$ cat src/rtl/rs15_11_arbiter_if.sv
// Request/response bundle between NUM_REQ link-layer clients and the shared RS(15,11) arbiter.
// The master modport is the client/consumer side; the slave modport is the arbiter.
interface rs15_11_arbiter_if #(
  parameter int unsigned NUM_REQ = 4,
  parameter int unsigned ID_W    = $clog2(NUM_REQ)
);
  logic [NUM_REQ-1:0]    req_valid;
  logic [NUM_REQ-1:0]    req_mode;
  logic [NUM_REQ*15-1:0] req_data;
  logic [NUM_REQ-1:0]    req_ready;

  logic                  resp_valid;
  logic                  resp_ready;
  logic [ID_W-1:0]       resp_id;
  logic                  resp_mode;
  logic [14:0]           resp_data;
  logic                  resp_err_detected;
  logic                  resp_err_corrected;

  modport master (
    output req_valid, req_mode, req_data, resp_ready,
    input  req_ready, resp_valid, resp_id, resp_mode, resp_data,
           resp_err_detected, resp_err_corrected
  );

  modport slave (
    input  req_valid, req_mode, req_data, resp_ready,
    output req_ready, resp_valid, resp_id, resp_mode, resp_data,
           resp_err_detected, resp_err_corrected
  );
endinterface

$ cat src/rtl/rs15_11_arbiter.sv
// Round-robin scheduler sharing one RS(15,11) encoder/decoder between NUM_REQ requesters.
// Define RS_ARB_ERRCNT_EN to enable the saturating decode-error counter on err_count_o.
module rs15_11_arbiter #(
  parameter int unsigned NUM_REQ = 4,
  parameter int unsigned ID_W    = $clog2(NUM_REQ)
) (
  input  logic                    clk,
  input  logic                    rst,
  rs15_11_arbiter_if.slave        bus_io,
  output logic                    busy_o,
  output logic [15:0]             err_count_o
);
  localparam int unsigned PW = ID_W + 1;

  typedef enum logic [1:0] {StIdle, StExec, StDone} state_e;

  state_e          state_q;
  logic [ID_W-1:0] rr_ptr_q;
  logic [ID_W-1:0] op_id_q;
  logic [14:0]     op_data_q;
  logic            op_mode_q;
  logic            busy_q;
  logic            resp_valid_q;
  logic [ID_W-1:0] resp_id_q;
  logic            resp_mode_q;
  logic [14:0]     resp_data_q;
  logic            resp_det_q;
  logic            resp_cor_q;

  logic [NUM_REQ-1:0] grant;
  logic [ID_W-1:0]    grant_idx;
  logic [ID_W-1:0]    rr_ptr_d;
  logic [PW-1:0]      cand;
  logic               found;
  logic [14:0]        sel_data;
  logic               sel_mode;
  logic               handshake;

  // Rotating priority search starting at rr_ptr_q, wrapping modulo NUM_REQ.
  always_comb begin
    grant     = '0;
    grant_idx = '0;
    found     = 1'b0;
    cand      = '0;
    for (int unsigned k = 0; k < NUM_REQ; k++) begin
      cand = PW'(rr_ptr_q) + PW'(k);
      if (cand >= PW'(NUM_REQ)) begin
        cand = cand - PW'(NUM_REQ);
      end
      if (!found && bus_io.req_valid[cand[ID_W-1:0]]) begin
        grant[cand[ID_W-1:0]] = 1'b1;
        grant_idx             = cand[ID_W-1:0];
        found                 = 1'b1;
      end
    end
  end

  always_comb begin
    sel_data = '0;
    sel_mode = 1'b0;
    for (int i = 0; i < NUM_REQ; i++) begin
      if (grant[i]) begin
        sel_data = bus_io.req_data[i*15 +: 15];
        sel_mode = bus_io.req_mode[i];
      end
    end
  end

  assign rr_ptr_d = (grant_idx == ID_W'(NUM_REQ - 1)) ? '0 : grant_idx + ID_W'(1);

  // Grants are only offered in IDLE and never while reset is held.
  assign bus_io.req_ready = (state_q == StIdle && !rst) ? grant : '0;
  assign handshake        = |(bus_io.req_ready & bus_io.req_valid);

  // Shared datapath: even parity over four data groups.
  logic [14:0] enc_cw;
  logic [3:0]  syn;
  logic [14:0] dp_data;
  logic        dp_err;

  assign enc_cw = {op_data_q[10:0], ^op_data_q[10:8], ^op_data_q[7:5],
                   ^op_data_q[4:2], ^op_data_q[1:0]};
  assign syn    = {op_data_q[3] ^ (^op_data_q[14:12]), op_data_q[2] ^ (^op_data_q[11:9]),
                   op_data_q[1] ^ (^op_data_q[8:6]),   op_data_q[0] ^ (^op_data_q[5:4])};
  assign dp_data = op_mode_q ? {4'b0000, op_data_q[14:4]} : enc_cw;
  assign dp_err  = op_mode_q & (|syn);

  always_ff @(posedge clk or posedge rst) begin
    if (rst) begin
      state_q      <= StIdle;
      rr_ptr_q     <= '0;
      op_id_q      <= '0;
      op_data_q    <= '0;
      op_mode_q    <= 1'b0;
      busy_q       <= 1'b0;
      resp_valid_q <= 1'b0;
      resp_id_q    <= '0;
      resp_mode_q  <= 1'b0;
      resp_data_q  <= '0;
      resp_det_q   <= 1'b0;
      resp_cor_q   <= 1'b0;
    end else begin
      unique case (state_q)
        StIdle: begin
          if (handshake) begin
            op_id_q   <= grant_idx;
            op_data_q <= sel_data;
            op_mode_q <= sel_mode;
            rr_ptr_q  <= rr_ptr_d;
            busy_q    <= 1'b1;
            state_q   <= StExec;
          end
        end
        StExec: begin
          resp_id_q    <= op_id_q;
          resp_mode_q  <= op_mode_q;
          resp_data_q  <= dp_data;
          resp_det_q   <= dp_err;
          resp_cor_q   <= dp_err;
          resp_valid_q <= 1'b1;
          state_q      <= StDone;
        end
        StDone: begin
          if (bus_io.resp_ready) begin
            resp_valid_q <= 1'b0;
            busy_q       <= 1'b0;
            state_q      <= StIdle;
          end
        end
        default: state_q <= StIdle;
      endcase
    end
  end

  assign bus_io.resp_valid         = resp_valid_q;
  assign bus_io.resp_id            = resp_id_q;
  assign bus_io.resp_mode          = resp_mode_q;
  assign bus_io.resp_data          = resp_data_q;
  assign bus_io.resp_err_detected  = resp_det_q;
  assign bus_io.resp_err_corrected = resp_cor_q;
  assign busy_o                    = busy_q;

`ifdef RS_ARB_ERRCNT_EN
  logic [15:0] err_count_q;

  // Counts on DONE entry, i.e. when an errored decode result is being registered.
  always_ff @(posedge clk or posedge rst) begin
    if (rst) begin
      err_count_q <= '0;
    end else if (state_q == StExec && dp_err && err_count_q != 16'hFFFF) begin
      err_count_q <= err_count_q + 16'd1;
    end
  end

  assign err_count_o = err_count_q;
`else
  assign err_count_o = 16'h0000;
`endif
endmodule

$ cat src/flat_wrapper.sv
// flat-port wrapper written by rule: the top's interface ports become plain ports
module rs15_11_arbiter_flat 
#(
  parameter int unsigned NUM_REQ = 4,
  parameter int unsigned ID_W    = $clog2(NUM_REQ)
)
  (clk, rst, busy_o, err_count_o, bus_io_req_valid, bus_io_req_mode, bus_io_req_data, bus_io_resp_ready, bus_io_req_ready, bus_io_resp_valid, bus_io_resp_id, bus_io_resp_mode, bus_io_resp_data, bus_io_resp_err_detected, bus_io_resp_err_corrected);
  rs15_11_arbiter_if #(.NUM_REQ(NUM_REQ), .ID_W(ID_W)) bus_io_i ();
  input  logic clk;
  input  logic rst;
  output logic busy_o;
  output logic [15:0] err_count_o;
  input wire logic [$bits(bus_io_i.req_valid)-1:0] bus_io_req_valid;
  input wire logic [$bits(bus_io_i.req_mode)-1:0] bus_io_req_mode;
  input wire logic [$bits(bus_io_i.req_data)-1:0] bus_io_req_data;
  input wire logic [$bits(bus_io_i.resp_ready)-1:0] bus_io_resp_ready;
  output wire logic [$bits(bus_io_i.req_ready)-1:0] bus_io_req_ready;
  output wire logic [$bits(bus_io_i.resp_valid)-1:0] bus_io_resp_valid;
  output wire logic [$bits(bus_io_i.resp_id)-1:0] bus_io_resp_id;
  output wire logic [$bits(bus_io_i.resp_mode)-1:0] bus_io_resp_mode;
  output wire logic [$bits(bus_io_i.resp_data)-1:0] bus_io_resp_data;
  output wire logic [$bits(bus_io_i.resp_err_detected)-1:0] bus_io_resp_err_detected;
  output wire logic [$bits(bus_io_i.resp_err_corrected)-1:0] bus_io_resp_err_corrected;
  assign bus_io_i.req_valid = bus_io_req_valid;
  assign bus_io_i.req_mode = bus_io_req_mode;
  assign bus_io_i.req_data = bus_io_req_data;
  assign bus_io_i.resp_ready = bus_io_resp_ready;
  assign bus_io_req_ready = bus_io_i.req_ready;
  assign bus_io_resp_valid = bus_io_i.resp_valid;
  assign bus_io_resp_id = bus_io_i.resp_id;
  assign bus_io_resp_mode = bus_io_i.resp_mode;
  assign bus_io_resp_data = bus_io_i.resp_data;
  assign bus_io_resp_err_detected = bus_io_i.resp_err_detected;
  assign bus_io_resp_err_corrected = bus_io_i.resp_err_corrected;
  rs15_11_arbiter #(.NUM_REQ(NUM_REQ), .ID_W(ID_W)) u_core (.clk(clk), .rst(rst), .bus_io(bus_io_i), .busy_o(busy_o), .err_count_o(err_count_o));
endmodule
$ cat config.mk
export PLATFORM = sky130hd
export DESIGN_NAME = rs15_11_arbiter_flat
export DESIGN_NICKNAME = d
export VERILOG_FILES = /design/src/rtl/rs15_11_arbiter_if.sv /design/src/rtl/rs15_11_arbiter.sv /design/src/flat_wrapper.sv
export SDC_FILE = /design/constraint.sdc
export NUM_CORES = 1
export LEC_CHECK = 0
export ABC_CLOCK_PERIOD_IN_PS = 11100
export BUFFER_PORTS_ARGS = -buffer_cell sky130_fd_sc_hd__buf_2
export CAP_MARGIN = 25
export CORE_MARGIN = 2
export CORE_UTILIZATION = 40
export DETAILED_ROUTE_END_ITERATION = 10
export PLACE_DENSITY = 0.65
export SLEW_MARGIN = 20
export SYNTH_ARGS = -nofsm -noshare
export SYNTH_HDL_FRONTEND = slang
export SYNTH_SLANG_ARGS = --single-unit
$ cat constraint.sdc
create_clock -name clk -period 11.1 [get_ports clk]
set_clock_uncertainty 0.1 [all_clocks]
set_input_delay 1.11 -clock clk [delete_from_list [all_inputs] [get_ports clk]]
set_output_delay 1.11 -clock clk [all_outputs]
set_load 0.005 [all_outputs]
==> metrics, run 1 <==
final core occ a little under 50%; r2r worst-path depth 9; root buf cell clkbuf_8; ys async rst share 100%; CP max stage delay around 0.71 ns; status complete, no violations; Leak Pwr roughly 1.9 nW; setup slack, reg-to-reg about 6.7 ns; CTS buffer count 5; CP Cell Sequence inv_1, ha_1, mux4_2, or3b_1, a21oi_2, or2_1, nor2b_1, buf_2; Post-CTS Hold Buffers 0; Hold EP u_core.bus_io.resp_data[3]; Final setup viols 0; global-route wire length before repair between 10000 and 15000 um; Hold Crit Depth 2; clock sinks 43; DRT Pass-1 Iters 4; min-delay src u_core.bus_io.resp_data[3]; Routed WL 9180 um; top cells by area, synth dfrtp_1 31%, a221oi_1 4.5%, a2111oi_0 4.0%, o311ai_0 4.0%, mux2i_1 3.8%; RSZ-0062 raised after global routing false; worst hold path type reg2reg; max-slew violations 0; Yosys reg bits 43; Nets approximately 520; Initial Util about two fifths; Via density 5.61; hold slack final 0.378 ns; most common cell after layout, fill and taps aside buf_2; Tmin final 5.33 ns; I/O pins about 110; share of layout cells above drive strength 1 between 20% and 30%; Total Power Consumption approximately 0.0012 W; Avg Inst Size Synth about 9.3 um^2; Slew @ Worst Pin approximately 0.83 ns; WP data arrival between 4 and 5 ns; Worst-Skew Late Latency around 0.29 ns; Core ar. between 8000 and 9000 um^2; Distinct cells, synth 56; clock-pin slew on the worst setup and hold paths roughly 0.08 ns; GRT overflow 0; post-synth top area cell dfrtp_1; Rel. slew slack 44.5%; EDFF count, synth 0; 1st-iter DRT viols 134; CP startpoint kind flip-flop; sequential cell area fraction in the yosys report a little under a third; peak supply drop between 0.0001 and 0.00015 V; Synth-to-Final Area Change 15.2%; CTS tree yes; vias in the first global route approximately 3000; postcts setup bufs 0; GRT Overall Usage a little under a fifth; WL/cell between 15 and 20 um; Req. time, crit path 9.89 ns; CTS H-tree depth 2; Crit Reg-Reg Endpoint u_core.op_id_q[0]; die span in y approximately 97 um; dominant synthesized flop cell dfrtp_1; DIE AREA approximately 9400 um^2; CP max stage cell dfrtp_1; Final GP Congestion approximately 0.88; Inserted Diodes 0; Synth Cell Area ~3500 um^2; placed cells ~550; PwrDens roughly 310 nW/um^2; Yosys warnings 0; Hold Violations, Final 0; Fmax roughly 0.19 GHz; CP top delay family simple AND/OR/NAND/NOR gates; post-synth top area share a little under a third; worst path bufs/invs 2; antenna violations before repair 0; PortBufs 96; via count 3094; Critical Path End Type primary output; Max Cap Viol 0; DRC 0; setup TNS 0 ns; crit-path max FO 17; leading cell types in the layout, fill and taps excluded 96 x buf_2, 43 x dfrtp_1, 31 x inv_1, 24 x nand2_1, 24 x o21ai_0; fin crit share around half; Mapped Cells between 300 and 400; ANT nets after route 0; fin cells ~550; Rows 33; HPWL Detailed a little over 7000 um; Crit Path Class reg2out; Die X between 90 and 100 um; maximum clock insertion buffer count 2; CTS resizes 0; largest net degree at the start of global routing 44
## state kept, by name (all words and copies together), names as in the netlist, named ones only
| name | count |
|---|---|
| u_core.bus_io.resp_id | 2 |
| u_core.bus_io.resp_data | 15 |
| u_core.bus_io.resp_err_detected | 1 |
| u_core.busy_o | 1 |
| u_core.op_data_q | 15 |
| u_core.bus_io.resp_valid | 1 |
| u_core.op_id_q | 2 |
| u_core.bus_io.resp_mode | 1 |
| u_core.rr_ptr_q | 1 |
| u_core.state_q | 2 |
| u_core.op_mode_q | 1 |
## through the flow
stage,setup WS (ns),cell area [um^2]
final,5.77,3990
after global routing,5.39,3990
after CTS,5.78,3990
after detailed placement,6.11,3890
after global placement,6.20,3890
after floorplan,6.83,3520
## routing by layer
| layer | part of all wire [%] | track usage (%) | up-vias |
|---|---|---|---|
| li1 | - | - | 1501 |
| met1 | 47 | 26.3 | 1469 |
| met2 | 46 | 31.4 | 111 |
| met3 | 5.1 | 2.88 | 13 |
| met4 | 1.9 | 5.31 | 0 |
| met5 | 0 | 0 | - |
## area by class of cell
type	count	area, um^2
Sequential cell	43	1080
Inverter	32	121
Clock inverter	1	30.0
Fill cell	807	4310
Clock buffer	6	72.6
Timing Repair Buffer	101	518
Tap cell	105	131
Multi-Input combinational cell	264	2040
## cell families (layout without fill, tap and decap cells)
| family | count (synthesis) | count (layout) | share of synthesized area [%] |
|---|---|---|---|
| muxes | 19 | 19 | 6.68 |
| and+or+nand+nor | 53 | 53 | 7.87 |
| buffers and inverters | 81 | 140 | 11.6 |
| adders and majority gates | 6 | 6 | 2.17 |
| xor gates and xnor gates | 18 | 18 | 4.55 |
| DFF | 43 | 43 | 31.0 |
| AOI/OAI and AO/OA | 152 | 152 | 36.0 |
| other | 1 | 16 | 0.108 |
## worst max path at each step
stage	to	cells after the start
2_1_floorplan	bus_io_req_ready[2]	8
3_3_place_gp	bus_io_req_ready[2]	8
3_5_place_dp	bus_io_req_ready[2]	8
4_1_cts	bus_io_req_ready[2]	8
5_1_grt	bus_io_req_ready[2]	8
6_report	bus_io_req_ready[2]	8
## cells in the mapped netlist, types with 2 or more instances
master	instances
o21ai_1	3
nor2_1	5
o21a_1	2
buf_2	8
ha_1	6
o311ai_0	16
a221oi_1	18
mux2_2	2
nand2_1	24
nor3b_1	4
o21bai_1	16
and2_1	2
o21ai_0	24
xor2_1	7
a2bb2oi_2	8
mux4_2	3
o221ai_1	2
buf_4	17
a21o_1	3
a2111oi_0	16
nand3b_1	2
or3b_1	2
a2bb2oi_1	8
mux2i_1	13
inv_1	31
or2_1	2
clkbuf_1	19
a21boi_0	17
xnor2_1	11
a21oi_1	4
a21oi_2	3
dfrtp_1	43
nor2b_1	2
buf_6	3
nand2b_1	6
## power by group
group	switching [W]	leakage [nW]	total [W]	internal, W
registers	0.0000907	0.509	0.000328	0.000238
clock network	0.0000496	0.0513	0.000116	0.0000659
logic	0.000443	1.29	0.000784	0.000341
## worst register-to-register path: stages, from the launching register on
cell	delay, ns
dfrtp_1	0.71
inv_1	0.19
ha_1	0.49
mux4_2	0.63
a21o_1	0.22
o22ai_2	0.46
or2_1	0.62
a21o_4	0.23
clkinv_2	0.28
mux2_1	0.40
No activity file was read; power rests on OpenSTA's default activity.
==> inputs of run 2 (changes only) <==
--- a/config.mk
+++ b/config.mk
@@ -5,13 +5,13 @@
 export SDC_FILE = /design/constraint.sdc
 export NUM_CORES = 1
 export LEC_CHECK = 0
-export ABC_CLOCK_PERIOD_IN_PS = 11100
+export ABC_CLOCK_PERIOD_IN_PS = 4600
 export BUFFER_PORTS_ARGS = -buffer_cell sky130_fd_sc_hd__buf_2
 export CAP_MARGIN = 25
 export CORE_MARGIN = 2
 export CORE_UTILIZATION = 40
 export DETAILED_ROUTE_END_ITERATION = 10
-export PLACE_DENSITY = 0.65
+export PLACE_DENSITY = 0.68
 export SLEW_MARGIN = 20
 export SYNTH_ARGS = -nofsm -noshare
 export SYNTH_HDL_FRONTEND = slang
==> constraint.sdc (replaced) <==
create_clock -name clk -period 4.6 [get_ports clk]
set_clock_uncertainty 0.1 [all_clocks]
set_input_delay 0.46 -clock clk [delete_from_list [all_inputs] [get_ports clk]]
set_output_delay 0.46 -clock clk [all_outputs]
set_load 0.005 [all_outputs]
==> run 2 against run 1 <==
Against the previous run:
- sequential power rose by 140%
- core utilization grew 0.27 points
- register-to-register slack got worse by 6.1 ns
- total power up 140%
- hold slack worse by 0.16 ns
- critical path depth increased by 2
- die area is the same
- non-clock buffer count rose by 4
- sequential share of layout area fell by 0.15 points
- flip-flop and latch count did not move
==> metrics, run 2 (same netlist as run 1, synthesis figures left out) <==
peak supply drop 0.000288 V (was 0.000141 V); vias in the first global route 2939 (was 2978); PortBufs 96 (unchanged); CTS tree yes (unchanged); Post-CTS Hold Buffers 0 (unchanged); GRT Overall Usage 19.4% (was 19.1%); GRT overflow 0 (unchanged); worst hold path type in2async (was reg2reg); Initial Util 41.8% (unchanged); worst path bufs/invs 3 (was 2); CTS buffer count 5 (unchanged); Req. time, crit path 4.69 ns (was 9.89 ns); Max Cap Viol 0 (unchanged); Sw Share 47.4% (was 47.5%); P_sw 0.00140 W (was 0.000583 W); postcts setup bufs 0 (unchanged); WP data arrival 4.06 ns (was 4.12 ns); PwrDens 736 nW/um^2 (was 308 nW/um^2); Sequential Power Share 26.1% (was 26.7%); Routed WL 9240 um (was 9180 um); Worst-Skew Late Latency 0.30 ns (was 0.29 ns); WL/cell 16.6 um (about the same); CTS resizes 0 (unchanged); status complete, no violations (unchanged); Critical Path End Type flip-flop (was primary output); Core ar. 8300 um^2 (unchanged); CP max stage cell mux4_2 (was dfrtp_1); largest net degree at the start of global routing 24 (was 44); Leak Pwr 1.87 nW (was 1.85 nW); internal power 0.00155 W (was 0.000645 W); leading cell types in the layout, fill and taps excluded 96 x buf_2, 43 x dfrtp_1, 31 x inv_1, 24 x nand2_1, 24 x o21ai_0 (unchanged); HPWL Detailed 7130 um (was 7110 um); I/O pins 113 (unchanged); Fmax 0.252 GHz; Total Power Consumption 0.00295 W (was 0.00123 W); clock-pin slew on the worst setup and hold paths 0.08 ns (about the same); maximum clock insertion buffer count 2 (unchanged); max-slew violations 0 (unchanged); root buf cell clkbuf_8 (unchanged); DIE AREA 9430 um^2 (unchanged); fin crit share between 80 and 90%; antenna violations before repair 0 (unchanged); Synth-to-Final Area Change 15.8% (was 15.2%); CP startpoint kind flip-flop (unchanged); power share of the combinational group 65.7% (was 63.8%); Sequential cell area 1080 um^2 (unchanged); Hold Violations, Final 0 (unchanged); Slew @ Worst Pin 0.906 ns (was 0.832 ns); 1st-iter DRT viols 179 (was 134); Clk pwr share 8.2% (was 9.4%); crit-path max FO 20 (was 17); Fill cells 810 (was 807); clock sinks 43 (unchanged); Via density 5.62 (was 5.61); Final GP Congestion 0.929 (was 0.876); DRT Pass-1 Iters 4 (unchanged); ANT nets after route 0 (unchanged); Nets 528 (was 524); RSZ-0062 raised after global routing false (unchanged); area of the multi-input gates 2040 um^2 (unchanged); via count 3125 (was 3094); Inserted Diodes 0 (unchanged); CP max stage delay 0.64 ns (was 0.71 ns); CTS H-tree depth 2 (unchanged); Rows 33 (unchanged); share of layout cells above drive strength 1 29.5% (was 28.6%); global-route wire length before repair 15200 um (was 14900 um); Final setup viols 0 (unchanged); DRC 0 (unchanged); Crit Path Class reg2reg (was reg2out); CP Cell Sequence inv_1, ha_1, mux4_2, a21o_1, o22ai_2, buf_4, or2_1, a21o_4, clkinv_2, mux2_1 (was inv_1, ha_1, mux4_2, or3b_1, a21oi_2, or2_1, nor2b_1, buf_2); Rel. slew slack 39.2% (was 44.5%); CP top delay family multiplexers (was simple AND/OR/NAND/NOR gates); Die X 97.1 um (unchanged); setup TNS 0 ns (unchanged); Tmin final between 3 and 4 ns; most common cell after layout, fill and taps aside buf_2 (unchanged); die span in y 97.1 um (unchanged)
==> run 2: changes by cell type in the layout (fill, tap and decap cells not counted), sizes merged <==
cell / previous run / this run
buf: 101 / 105
bufinv: 1 / 0
clkinv: 1 / 2
==> run 2: path summary, 6_finish.rpt <==
check                      cells after the start                        from  slack, ns                    endpoint
min                                            2                         rst       0.22  u_core.bus_io.resp_data[7]
max                                           10          u_core.rr_ptr_q[1]       0.62           u_core.op_id_q[0]
max in group asynchronous                      3                         rst       3.40        u_core.op_data_q[11]
max reg2reg                                   10          u_core.rr_ptr_q[1]       0.62           u_core.op_id_q[0]
min reg2reg                                    2  u_core.bus_io.resp_data[3]       0.38  u_core.bus_io.resp_data[3]
min in group clk                               2           bus_io_resp_ready       0.28           u_core.state_q[1]
==> run 2: power groups by stage <==
| stage | Combinational, W | Sequential [W] | Clock [W] |
|---|---|---|---|
| 6_report | 0.00194 | 0.000772 | 0.000242 |
| 5_1_grt | 0.00216 | 0.000805 | 0.000259 |
| 4_1_cts | 0.00194 | 0.000773 | 0.000248 |
| 3_5_place_dp | 0.00194 | 0.000781 | 0 |
| 3_3_place_gp | 0.00188 | 0.000771 | 0 |
| 2_1_floorplan | 0.00153 | 0.000732 | 0 |
==> run 2: worst reg2reg max path: stages (launching register included) <==
cell      delay [ns]
dfrtp_1         0.51
inv_1           0.15
ha_1            0.47
mux4_2          0.64
a21o_1          0.22
o22ai_2         0.10
buf_4           0.21
or2_1           0.54
a21o_4          0.23
clkinv_2        0.28
mux2_1          0.41
==> run 2: through the flow <==
step / area, um^2 / setup WS (ns) / cells / utilization [%] / hold WS (ns)
after global placement: 3910 / 0.788 / 547 / 47.1 / 0.357
final: 4020 / 0.625 / 556 / 48.4 / 0.216
after CTS: 4010 / 0.653 / 555 / 48.3 / 0.246
after floorplan: 3520 / 0.981 / 388 / - / 0.354
after detailed placement: 3920 / 0.685 / 548 / 47.2 / 0.365
after global routing: 4020 / 0.357 / 556 / 48.4 / 0.282
==> run 2: area by class of cell <==
cell class	count	area share, %
clock inverter	1	0.125
multi-input combinational	264	50.9
timing repair buffer	105	13.8
tap	105	3.27
clock buffer	6	2.06
sequential	43	26.8
inverter	32	3.02
==> run 2: per-layer routing <==
layer | wire length [um] | vias up | GRT usage (%)
met5 | 0 | - | 0
met4 | 148 | 0 | 5.42
met3 | 571 | 12 | 3.53
met2 | 4390 | 106 | 31.2
met1 | 4130 | 1495 | 26.8
li1 | - | 1512 | -
